## config.mk

```make
export PLATFORM = sky130hd
export DESIGN_NAME = text_writer
export DESIGN_NICKNAME = d
export VERILOG_FILES = /design/src/rtl/text_writer.sv
export SDC_FILE = /design/constraint.sdc
export NUM_CORES = 1
export LEC_CHECK = 0
export CORE_ASPECT_RATIO = 1.75
export CORE_MARGIN = 1
export CORE_UTILIZATION = 40
export DETAILED_ROUTE_END_ITERATION = 10
export GPL_TIMING_DRIVEN = 0
export SYNTH_ARGS = -nofsm -noshare
export SYNTH_HDL_FRONTEND = slang
export SYNTH_SLANG_ARGS = --single-unit
```

## constraint.sdc

```tcl
create_clock -name clk_i -period 1.9 [get_ports clk_i]
set_input_delay 0.38 -clock clk_i [delete_from_list [all_inputs] [get_ports clk_i]]
set_output_delay 0.38 -clock clk_i [all_outputs]
set_load 0.01 [all_outputs]
```

## src/rtl/text_writer.sv

```systemverilog
// Character-stream front end for the 160x64 tile buffer: accepts ASCII codes,
// tracks a cursor, issues single-tile writes and sweeps clears for lines/screen.
module text_writer #(
  parameter int              H_TILES        = 160,
  parameter int              V_TILES        = 64,
  parameter int              ADDR_COL_WIDTH = 8,
  parameter int              ADDR_ROW_WIDTH = 6,
  parameter int              DATA_WIDTH     = 7,
  parameter logic [DATA_WIDTH-1:0] CLR_CHAR = 7'd0
) (
  input  logic                      clk_i,
  input  logic                      rstn_i,
  input  logic [DATA_WIDTH-1:0]     char_i,
  input  logic                      valid_i,
  output logic                      ready_o,
  output logic                      wr_en_o,
  output logic [ADDR_COL_WIDTH-1:0] col_w_o,
  output logic [ADDR_ROW_WIDTH-1:0] row_w_o,
  output logic [DATA_WIDTH-1:0]     din_o,
  output logic [ADDR_COL_WIDTH-1:0] cur_col_o,
  output logic [ADDR_ROW_WIDTH-1:0] cur_row_o
);

  localparam logic [1:0] ST_IDLE       = 2'd0;
  localparam logic [1:0] ST_CLR_LINE   = 2'd1;
  localparam logic [1:0] ST_CLR_SCREEN = 2'd2;

  localparam logic [ADDR_COL_WIDTH-1:0] LAST_COL = ADDR_COL_WIDTH'(H_TILES - 1);
  localparam logic [ADDR_ROW_WIDTH-1:0] LAST_ROW = ADDR_ROW_WIDTH'(V_TILES - 1);

  localparam logic [DATA_WIDTH-1:0] CH_BS    = DATA_WIDTH'(8);
  localparam logic [DATA_WIDTH-1:0] CH_LF    = DATA_WIDTH'(10);
  localparam logic [DATA_WIDTH-1:0] CH_FF    = DATA_WIDTH'(12);
  localparam logic [DATA_WIDTH-1:0] CH_CR    = DATA_WIDTH'(13);
  localparam logic [DATA_WIDTH-1:0] CH_SPACE = DATA_WIDTH'(32);
  localparam logic [DATA_WIDTH-1:0] CH_TILDE = DATA_WIDTH'(126);

  logic [1:0]                r_state;
  logic [ADDR_COL_WIDTH-1:0] r_cur_col;
  logic [ADDR_ROW_WIDTH-1:0] r_cur_row;
  logic [ADDR_COL_WIDTH-1:0] r_sw_col;
  logic [ADDR_ROW_WIDTH-1:0] r_sw_row;
  logic                      r_wr_en;
  logic [ADDR_COL_WIDTH-1:0] r_col_w;
  logic [ADDR_ROW_WIDTH-1:0] r_row_w;
  logic [DATA_WIDTH-1:0]     r_din;

  logic [ADDR_ROW_WIDTH-1:0] w_next_row;
  logic                      w_printable;

  assign ready_o     = (r_state == ST_IDLE);
  assign w_next_row  = (r_cur_row == LAST_ROW) ? '0 : r_cur_row + ADDR_ROW_WIDTH'(1);
  assign w_printable = (char_i >= CH_SPACE) && (char_i <= CH_TILDE);

  assign wr_en_o   = r_wr_en;
  assign col_w_o   = r_col_w;
  assign row_w_o   = r_row_w;
  assign din_o     = r_din;
  assign cur_col_o = r_cur_col;
  assign cur_row_o = r_cur_row;

  // Cursor, sweep counters and registered write port; wr_en is a one-cycle strike.
  always_ff @(posedge clk_i or negedge rstn_i) begin
    if (!rstn_i) begin
      r_state   <= ST_IDLE;
      r_cur_col <= '0;
      r_cur_row <= '0;
      r_sw_col  <= '0;
      r_sw_row  <= '0;
      r_wr_en   <= 1'b0;
      r_col_w   <= '0;
      r_row_w   <= '0;
      r_din     <= '0;
    end else begin
      r_wr_en <= 1'b0;
      case (r_state)
        ST_IDLE: begin
          if (valid_i) begin
            if (w_printable) begin
              r_wr_en <= 1'b1;
              r_col_w <= r_cur_col;
              r_row_w <= r_cur_row;
              r_din   <= char_i;
              if (r_cur_col == LAST_COL) begin
                r_cur_col <= '0;
                r_cur_row <= w_next_row;
                r_sw_col  <= '0;
                r_sw_row  <= w_next_row;
                r_state   <= ST_CLR_LINE;
              end else begin
                r_cur_col <= r_cur_col + ADDR_COL_WIDTH'(1);
              end
            end else if (char_i == CH_CR) begin
              r_cur_col <= '0;
            end else if (char_i == CH_LF) begin
              r_cur_col <= '0;
              r_cur_row <= w_next_row;
              r_sw_col  <= '0;
              r_sw_row  <= w_next_row;
              r_state   <= ST_CLR_LINE;
            end else if (char_i == CH_BS) begin
              // Backspace at column 0 is swallowed without a write.
              if (r_cur_col != '0) begin
                r_cur_col <= r_cur_col - ADDR_COL_WIDTH'(1);
                r_wr_en   <= 1'b1;
                r_col_w   <= r_cur_col - ADDR_COL_WIDTH'(1);
                r_row_w   <= r_cur_row;
                r_din     <= CLR_CHAR;
              end else begin
                r_cur_col <= r_cur_col;
              end
            end else if (char_i == CH_FF) begin
              r_cur_col <= '0;
              r_cur_row <= '0;
              r_sw_col  <= '0;
              r_sw_row  <= '0;
              r_state   <= ST_CLR_SCREEN;
            end else begin
              r_state <= ST_IDLE;
            end
          end else begin
            r_state <= ST_IDLE;
          end
        end
        ST_CLR_LINE: begin
          r_wr_en <= 1'b1;
          r_col_w <= r_sw_col;
          r_row_w <= r_sw_row;
          r_din   <= CLR_CHAR;
          if (r_sw_col == LAST_COL) begin
            r_state <= ST_IDLE;
          end else begin
            r_sw_col <= r_sw_col + ADDR_COL_WIDTH'(1);
          end
        end
        ST_CLR_SCREEN: begin
          r_wr_en <= 1'b1;
          r_col_w <= r_sw_col;
          r_row_w <= r_sw_row;
          r_din   <= CLR_CHAR;
          if (r_sw_col == LAST_COL) begin
            r_sw_col <= '0;
            if (r_sw_row == LAST_ROW) begin
              r_state <= ST_IDLE;
            end else begin
              r_sw_row <= r_sw_row + ADDR_ROW_WIDTH'(1);
            end
          end else begin
            r_sw_col <= r_sw_col + ADDR_COL_WIDTH'(1);
          end
        end
        default: begin
          r_state <= ST_IDLE;
        end
      endcase
    end
  end

endmodule
```

* Yosys cells after proc, flatten, opt, wreduce, memory -nomap -nowiden
Index checks and enable logic that the tools add are counted.
** Word-level totals
- Register bits after elaboration :: 52
- Bits in latches :: 0
- Bits in writable memories :: 0
- ROM bits :: 0
- Input port bits :: 10
- Output and inout bits :: 37
- Word-level logic and storage cells :: 126
- Memories :: 0
** Operators by class
- Add/subtract/negate cells :: 5
- Multiply operators :: 0
- Div/mod/pow operators :: 0
- Magnitude comparators :: 2
- Equality and inequality tests :: 30
- Shifts and indexed selects :: 0
- Mux-type cells :: 65
- Bitwise logic cells :: 0
- Reduce and logical (&&, ||, !) cells :: 15
** Operators by type and width (number)
- $mux W8 :: 20
- $mux W6 :: 16
- $mux W7 :: 6
- $eq A7 B4 Y1 const B :: 4
- $pmux W6 S2 :: 2
- $pmux W8 S3 :: 1
- $mux W2 :: 10
- $reduce_and A6 Y1 :: 3
- $add A8 B1 Y8 const B :: 2
- $eq A8 B8 Y1 const B :: 2
- $pmux W8 S2 :: 1
- $ne A2 B2 Y1 const B :: 7
- $pmux W7 S2 :: 1
- $add A6 B1 Y6 const B :: 2
- $eq A6 B6 Y1 const B :: 2
- $ne A3 B3 Y1 const B :: 3
- $ne A4 B4 Y1 const B :: 2
- $reduce_and A8 Y1 :: 1
- $reduce_bool A8 Y1 :: 1
- $sub A8 B1 Y8 const B :: 1
- $ge A7 B6 Y1 const B :: 1
- $le A7 B7 Y1 const B :: 1
- $reduce_and A7 Y1 :: 1
- $mux W1 :: 6
- other kinds (18) :: 21

* Logic depth before layout (Yosys ltp)
Gate-level depths: netlist (run 1).
- Depth after elaboration :: 8
- Gate-level depth with buffers :: 9
- Depth with buffers taken out :: 8

* Worst setup path after synthesis (run 1)
OpenSTA, ideal clock, no wires.
- Path type :: in2reg
- Start point :: input port char_i[4]
- End point :: register r_col_w[3] (netlist: col_w_o[3])
- Setup time :: 0.125 ns
- Arrival :: 2.139 ns
- Required time :: 1.775 ns
- Path slack :: -0.363 ns
- Cell stages on the path :: 5
- Path buffers :: 0
- Path through :: or3b_4 nor4b_4 a21oi_2 o31ai_4 mux2_2
** Between the ends
- Longest elaborated chain between the ends :: 5
- Elaborated cells on any way between the ends :: 14
- Those cells by class :: order compare: 2; eq/ne: 7; mux: 3; reduce/logical: 2
** RTL lines
- from (decl) :: line 13 : input logic [DATA_WIDTH-1:0] char_i,
- $ge A7 B6 Y1 / $le A7 B7 Y1 (equally long branches) :: line 53 : assign w_printable = (char_i >= CH_SPACE) && (char_i <= CH_TILDE);
- $logic_and A1 B1 Y1 :: line 53
- $mux W8 :: line 79 : if (w_printable) begin
- $mux W8 :: line 78 : if (valid_i) begin
- $pmux W8 S2 :: line 76 : case (r_state)
- to (signal assigned) :: line 81 : r_col_w <= r_cur_col;
- to (signal assigned) :: line 106 : r_col_w <= r_cur_col - ADDR_COL_WIDTH'(1);
- to (signal assigned) :: line 127 : r_col_w <= r_sw_col;
- to (decl) :: line 44 : logic [ADDR_COL_WIDTH-1:0] r_col_w;
Parallel ways exist; a longest one is shown, timed or not. The select of a mux whose other input is x is not followed.
A chain may end at the register's enable or synchronous reset.

* Final worst setup path (run 1)
- Start point :: input port char_i[4]
- End point :: register r_col_w[6] (netlist: col_w_o[6])
The elaborated chain is that of the path after synthesis.

==> impl_metrics.py, run 1 <==
metrics = {
    "worst_setup_path": {
        "max_stage_delay_ns": 0.41,
        "reg2reg_depth": 6,
        "rrSetupSlack_ns": -0.15,
        "critical_path_class": "in2reg",
        "crit_fanout": 5,
        "critical_path_buf_inv_count": 4,
        "end_kind": "register",
        "r2r-end": "r_sw_col[4]",
        "worstSetupStartpointType": "input pin",
        "cpMostUsedCell": "buf_6",
        "worstPathArrival_ns": 2.26,
        "critPathTopFamily": "simple AND/OR/NAND/NOR gates",
        "required_ns": 2.08,
        "r2r-start": "r_state[0]",
        "critPathSlowestCell": "or3b_4",
        "path_cells": "buf_8 -> or3b_4 -> buf_6 -> buf_6 -> nor4b_4 -> a21oi_2 -> o31ai_4 -> buf_6 -> mux2_2",
    },
    "cts": {
        "postCtsHoldBufs": 0,
        "clk_latency_ns": 0.30,
        "clock_path_buffers": 2,
        "cts_tree": "built",
        "clkSlewWorstSetupHoldPaths_ns": 0.07,
        "htreeDepth": 2,
        "root_buffer": "clkbuf_16",
        "clock_sinks": 52,
        "cts_made_buffers": 5,
    },
    "detailed_routing": {
        "wl_mm": 11.26,
        "avgViaCountPerCell": 6.097,
        "vias": 3512,
        "first_iter_violations": 272,
        "drc": 0,
        "dr.pass1.iters": 8,
        "avgRoutedWirePerCell_microns": 19.55,
        "ant_nets": 0,
    },
    "power": {
        "p_total_mw": 2.242,
        "p_sw_uw": 557.5,
        "max-vdd-ir-drop_uv": 561.0,
        "powerDensity_nw_per_um2": 431.1,
        "p_sw_share_pct": 24.87,
        "pwr-share-comb_pct": 9.2,
        "p_int_mw": 1.684,
        "clkPwrFrac_pct": 41.5,
        "pwr-share-seq_pct": 49.3,
        "p_leak_nw": 2.086,
    },
    "timing": {
        "worst_slew_pin_slew_ns": 0.6805,
        "setup_viol": 49,
        "hold_violations": 0,
        "setup_tns_ns": -4.863,
        "slew-limit-headroom_pct": 54.47,
        "fin_crit_ns": 2.073,
        "finalCritPeriodShare_pct": 109.1,
        "fin_ws_ns": -0.1729,
        "max_freq_mhz": 482.4,
        "drv_slew": 0,
        "clock_skew_ns": 0.008828,
        "rsz0062_at_grt": "yes",
    },
    "grt": {
        "grt_use_total_pct": 25.30,
        "grt_use_met1_pct": 27.32,
        "grt_max_degree": 39,
        "antenna_found_initial": 0,
        "met2_usage_pct": 47.78,
        "busiest_layer": "met2",
        "grt-ovfl-total": 0,
        "grt_first_pass_wirelength_mm": 16.97,
        "use_met3_pct": 2.709,
        "grt_pass1_vias": 3402,
    },
    "die": {
        "pin_count": 47,
        "die_h_microns": 122.4,
        "coreArea_sq_um": 7963,
        "row_count": 43,
        "start_util_pct": 41.62,
        "die_w_microns": 70.81,
        "fp.dieArea_sq_um": 8669,
    },
    "placed_design": {
        "place.detailed.hpwl_mm": 7.136,
        "place.gp.congestion": 0.9097,
        "place_area_sq_um": 3960,
        "port_buffers": 44,
        "dp_slack_ns": -1.346,
    },
    "layout": {
        "area_growth_pct": 56.93,
        "diodes": 0,
        "fin_area_sq_um": 5201,
        "fillers": 647,
        "nNetsFinal": 505,
        "register_area_sq_um": 1308,
        "drive_above_1_share_pct": 41.15,
        "multi_input_area_sq_um": 2496,
    },
    "synth": {
        "synth_area_sq_um": 3314,
        "synth_seq_cells": 52,
        "synth_seq_area_share_pct": 39.26,
        "synth_area_per_cell_sq_um": 8.631,
        "synthDistinctLibCells": 60,
        "synth_top_flop_cell": "dfrtp_1",
        "synth_nets": 404,
        "synth_edf_count": 0,
        "synth_cells": 384,
        "yosysWarnings": 0,
        "async_reset_ff_share_pct": 100.0,
    },
    "run": {
        "drv_cap": 0,
    },
    "run_status": {
        "status": "finished with violations",
        "violations": "negative setup slack",
    },
    "worst_hold_path": {
        "min_path_type": "in2async",
    },
}
kinds of logic (layout without fill, tap and decap cells):
kind of cell / count (synthesis) / count (layout) / share of synthesized area (%)
AOI/OAI and AO/OA: 121 / 121 / 23.56
adders and majority gates: 10 / 10 / 3.775
muxes: 14 / 14 / 4.454
DFF: 52 / 52 / 39.26
xor gates and xnor gates: 12 / 12 / 3.171
buffers and inverters: 39 / 140 / 5.096
and+or+nand+nor: 136 / 137 / 20.69
Yosys cell counts (2+ instances only):
cell	number	area [sq um]
xor2_1	2	17.52
mux2_2	6	67.56
dfrtp_1	52	1301
nor2_1	34	127.6
nand3_1	22	110.1
nor3b_1	4	30.03
mux2i_1	8	80.08
or4_1	2	15.01
o31ai_1	7	52.55
buf_6	2	22.52
a211oi_1	2	15.01
a22oi_1	5	37.54
nand4_1	5	31.28
a21o_1	5	37.54
and4_1	2	17.52
nor2b_1	2	12.51
o22ai_1	8	50.05
a21oi_1	25	125.1
a31oi_1	4	25.02
o21ai_0	37	185.2
and3_1	8	50.05
o21a_1	2	15.01
a22o_1	2	17.52
inv_1	18	67.56
a221oi_1	4	35.03
clkbuf_1	15	56.30
xnor2_1	10	87.58
o211ai_1	2	15.01
nor4_1	2	12.51
nor3_1	5	25.02
buf_2	2	10.01
nand2_1	34	127.6
a32oi_1	2	17.52
and2_1	3	18.77
ha_1	10	125.1
nand2b_1	7	43.79
stage by stage:
step | hold WS [ns] | instances | utilization [%]
after floorplan | 0.08441 | 384 | -
after global placement | 0.4814 | 518 | 49.54
after detailed placement | 0.3182 | 519 | 49.73
after CTS | 0.002959 | 555 | 58.50
after global routing | 0.03020 | 576 | 65.32
final | 0.0005859 | 576 | 65.32
power groups by stage:
stage / Combinational [mW] / Clock, mW / Sequential [mW]
after floorplan: 0.0601 / 0 / 1.13
after global placement: 0.123 / 0 / 1.13
after detailed placement: 0.128 / 0 / 1.13
after CTS: 0.173 / 0.942 / 1.11
after global routing: 0.220 / 0.969 / 1.11
final: 0.206 / 0.931 / 1.11
timing repair:
action,in CTS,in global routing
gates resized for setup,108,97
pin swaps,34,30
endpoints found under the setup margin,53,52
gates cloned,1,3
buffers inserted,31,20
layout make-up:
| cell class | instances | share of cell area (%) |
|---|---|---|
| Buffer | 15 | 2.309 |
| Clock buffer | 6 | 2.478 |
| Clock inverter | 2 | 0.3127 |
| Inverter | 18 | 1.299 |
| Multi-Input combinational cell | 294 | 47.99 |
| Sequential cell | 52 | 25.14 |
| Tap cell | 90 | 2.165 |
| Timing Repair Buffer | 99 | 18.31 |
layout by cell type, fill, tap and decap left out, types with 5 or more instances in the layout:
master and count:
a21oi_1 15, a21oi_2 10, a22oi_1 5, and3_1 6
buf_4 38, buf_6 18, buf_8 5, clkbuf_16 7
clkbuf_2 7, clkdlybuf4s50_1 37, dfrtp_1 47, dfrtp_2 5
ha_1 5, inv_1 16, mux2i_1 8, nand2_1 28
nand2b_1 6, nand3_1 14, nand3_2 5, nand4_1 5
nor2_1 23, nor2_4 7, o21ai_0 14, o21ai_1 7
o21ai_2 14, o22ai_1 5, xnor2_1 10
how the worst max path moves through the flow:
stage               cells after the start  slack (ns)          from      endpoint
finish                                  9       -0.17     char_i[4]    col_w_o[6]
global route                            8       -0.24  cur_col_o[0]   r_sw_col[4]
CTS                                     7       -0.19     char_i[0]   r_sw_row[0]
detailed placement                      7       -1.35     char_i[0]      din_o[4]
global placement                        1       -1.46        rstn_i  cur_col_o[0]
floorplan                               5       -0.27     char_i[4]    col_w_o[3]
per-layer routing:
metal | part of all wire [%] | vias to the layer above | wire (microns)
met5 | 0 | - | 0
met2 | 54 | 130 | 6067
li1 | - | 1603 | -
met4 | 5.1 | 0 | 577
met3 | 3.9 | 44 | 441
met1 | 37 | 1735 | 4175
state kept, by name, indices dropped and copies added (netlist names):
| register | cells |
|---|---|
| col_w_o | 8 |
| cur_col_o | 8 |
| r_sw_col | 8 |
| din_o | 7 |
| cur_row_o | 6 |
| r_sw_row | 6 |
| row_w_o | 6 |
| r_state | 2 |
| wr_en_o | 1 |
No activity file was read; power rests on OpenSTA's default activity.
==> run 2: changes to the inputs <==
- CORE_UTILIZATION: 40 -> 50
- CTS_CLUSTER_SIZE: not set -> 12
- PLACE_DENSITY: not set -> 0.77
==> impl_metrics.py, run 2 (synthesis results as in run 1) <==
metrics = {
    "timing": {
        "slew-limit-headroom_pct": 62.11,
        "hold_violations": 0,
        "setup_viol": 49,
        "rsz0062_at_grt": "yes",
        "drv_slew": 0,
        "clock_skew_ns": 0.006130,
        "timing.hold.ws_ns": 0.01203,
        "setup_tns_ns": -4.422,
        "finalCritPeriodShare_pct": 110.0,
        "max_freq_mhz": 478.5,
        "fin_crit_ns": 2.090,
        "fin_ws_ns": -0.1900,
        "worst_slew_pin_slew_ns": 0.5649,
    },
    "cts": {
        "root_buffer": "clkbuf_8",
        "clkSlewWorstSetupHoldPaths_ns": 0.10,
        "clock_path_buffers": 2,
        "cts_made_buffers": 5,
        "postCtsHoldBufs": 0,
        "htreeDepth": 2,
        "clock_sinks": 52,
        "cts_tree": "built",
        "clk_latency_ns": 0.32,
    },
    "worst_setup_path": {
        "worstSetupStartpointType": "register",
        "max_stage_delay_ns": 0.42,
        "crit_fanout": 8,
        "r2r-start": "r_sw_col[0]",
        "critPathSlowestCell": "dfrtp_1",
        "critical_path_class": "reg2reg",
        "path_cells": "ha_2 -> and4_2 -> and2_4 -> a21o_1 -> a21boi_2 -> or4_1 -> nand2_1",
        "worstPathArrival_ns": 2.36,
        "cp-startpoint": "r_sw_col[0]",
        "required_ns": 2.17,
        "end_kind": "register",
    },
    "die": {
        "die_w_microns": 63.55,
        "coreArea_sq_um": 6276,
        "fp.dieArea_sq_um": 6971,
        "die_h_microns": 109.7,
        "start_util_pct": 52.81,
        "row_count": 38,
        "pin_count": 47,
    },
    "grt": {
        "grt_first_pass_wirelength_mm": 17.64,
        "grt-ovfl-total": 0,
        "antenna_found_initial": 0,
        "grt_pass1_vias": 3516,
        "grt_use_total_pct": 33.31,
        "grt_max_degree": 34,
    },
    "detailed_routing": {
        "met1_length_mm": 4.068,
        "highest_layer": "met4",
        "vias": 3599,
        "wl_mm": 11.47,
        "avgViaCountPerCell": 6.427,
        "wl_met2_mm": 6.205,
        "ant_nets": 0,
        "first_iter_violations": 419,
        "dr.pass1.iters": 5,
        "avgRoutedWirePerCell_microns": 20.48,
        "wl_met3_microns": 547,
        "drc": 0,
    },
    "layout": {
        "final_cell_mix": "dfrtp_1 (48), buf_4 (39), clkdlybuf4s50_1 (37), nand2_1 (28), nor2_1 (28)",
        "layout_commonest_cell": "dfrtp_1",
        "nNetsFinal": 499,
        "area_growth_pct": 47.72,
        "diodes": 0,
        "drive_above_1_share_pct": 34.58,
    },
    "placed_design": {
        "place.detailed.hpwl_mm": 7.148,
        "port_buffers": 44,
        "place.gp.congestion": 0.9484,
    },
    "worst_hold_path": {
        "min_path_type": "in2async",
    },
    "power": {
        "max-vdd-ir-drop_uv": 506.5,
        "powerDensity_nw_per_um2": 400.8,
        "p_leak_nw": 2.009,
    },
    "run": {
        "drv_cap": 0,
    },
    "run_status": {
        "violations": "negative setup slack",
        "status": "finished with violations",
    },
}
## run 2: cell types whose count changed in the layout (fill, tap and decap cells not counted), moves of 3 or more
cell / delta
clkbuf_8: +5
nor2_1: +5
nand3_4: -3
o21ai_1: +6
o21ai_2: -9
o21ai_0: +5
nor2_4: -4
buf_6: -8
buf_12: +4
a21oi_1: +3
o22ai_1: +3
clkbuf_16: -7
o22ai_2: -3
## run 2: per-layer routing
layer	global-route usage [%]	vias up
met5	0	-
met4	20.13	0
met3	4.357	61
met2	62.23	195
met1	34.80	1757
li1	-	1586
## run 2: layout make-up
cell class                 instances  area [sq um]
clock inverter                     2         16.27
buffer                            15         130.1
clock buffer                       6         72.57
inverter                          18         67.56
multi-input combinational        294          2282
tap                               80         100.1
timing repair buffer              93         920.9
sequential                        52          1306
fill                             432          1380
## run 2: critical path, delay by kind of cell, from the launching register on
family | cells | cell delay, ns
and+or+nand+nor | 4 | 0.96
adders and majority gates | 1 | 0.22
DFF | 1 | 0.42
AOI/OAI and AO/OA | 2 | 0.44
## run 2: path summary, 6_finish.rpt
kind / end / slack, ns / cells past startpoint
max: r_sw_col[4] / -0.19 / 7
min: cur_col_o[3] / 0.01 / 1
max reg2reg: r_sw_col[4] / -0.19 / 7
min reg2reg: col_w_o[5] / 0.52 / 1
max in group asynchronous: r_state[1] / 1.33 / 2
min in group clk_i: din_o[3] / 0.30 / 3
## run 2: power by group
part | switching [mW] | total [mW] | internal [mW]
clock | 0.408 | 0.671 | 0.263
combinational | 0.112 | 0.185 | 0.0731
sequential | 0 | 1.11 | 1.11
## run 2: through the flow
stage	area, sq um	util [%]	power, mW	cells	worst slack (ns)
3_3_place_gp	3933	62.66	1.249	508	-1.383
3_5_place_dp	3948	62.90	1.254	509	-1.351
5_1_grt	4896	78.01	2.016	560	-0.2704
2_1_floorplan	3392	-	1.188	384	-0.2722
4_1_cts	4673	74.46	1.941	546	-0.2369
6_report	4896	78.01	1.962	560	-0.1900
## run 2: repair_timing
item / 4_1_cts / 5_1_grt
setup buffers: 30 / 15
pin swaps: 17 / 14
setup endpoints to repair: 53 / 50
resized for setup: 114 / 39
cloned: 4 / 0
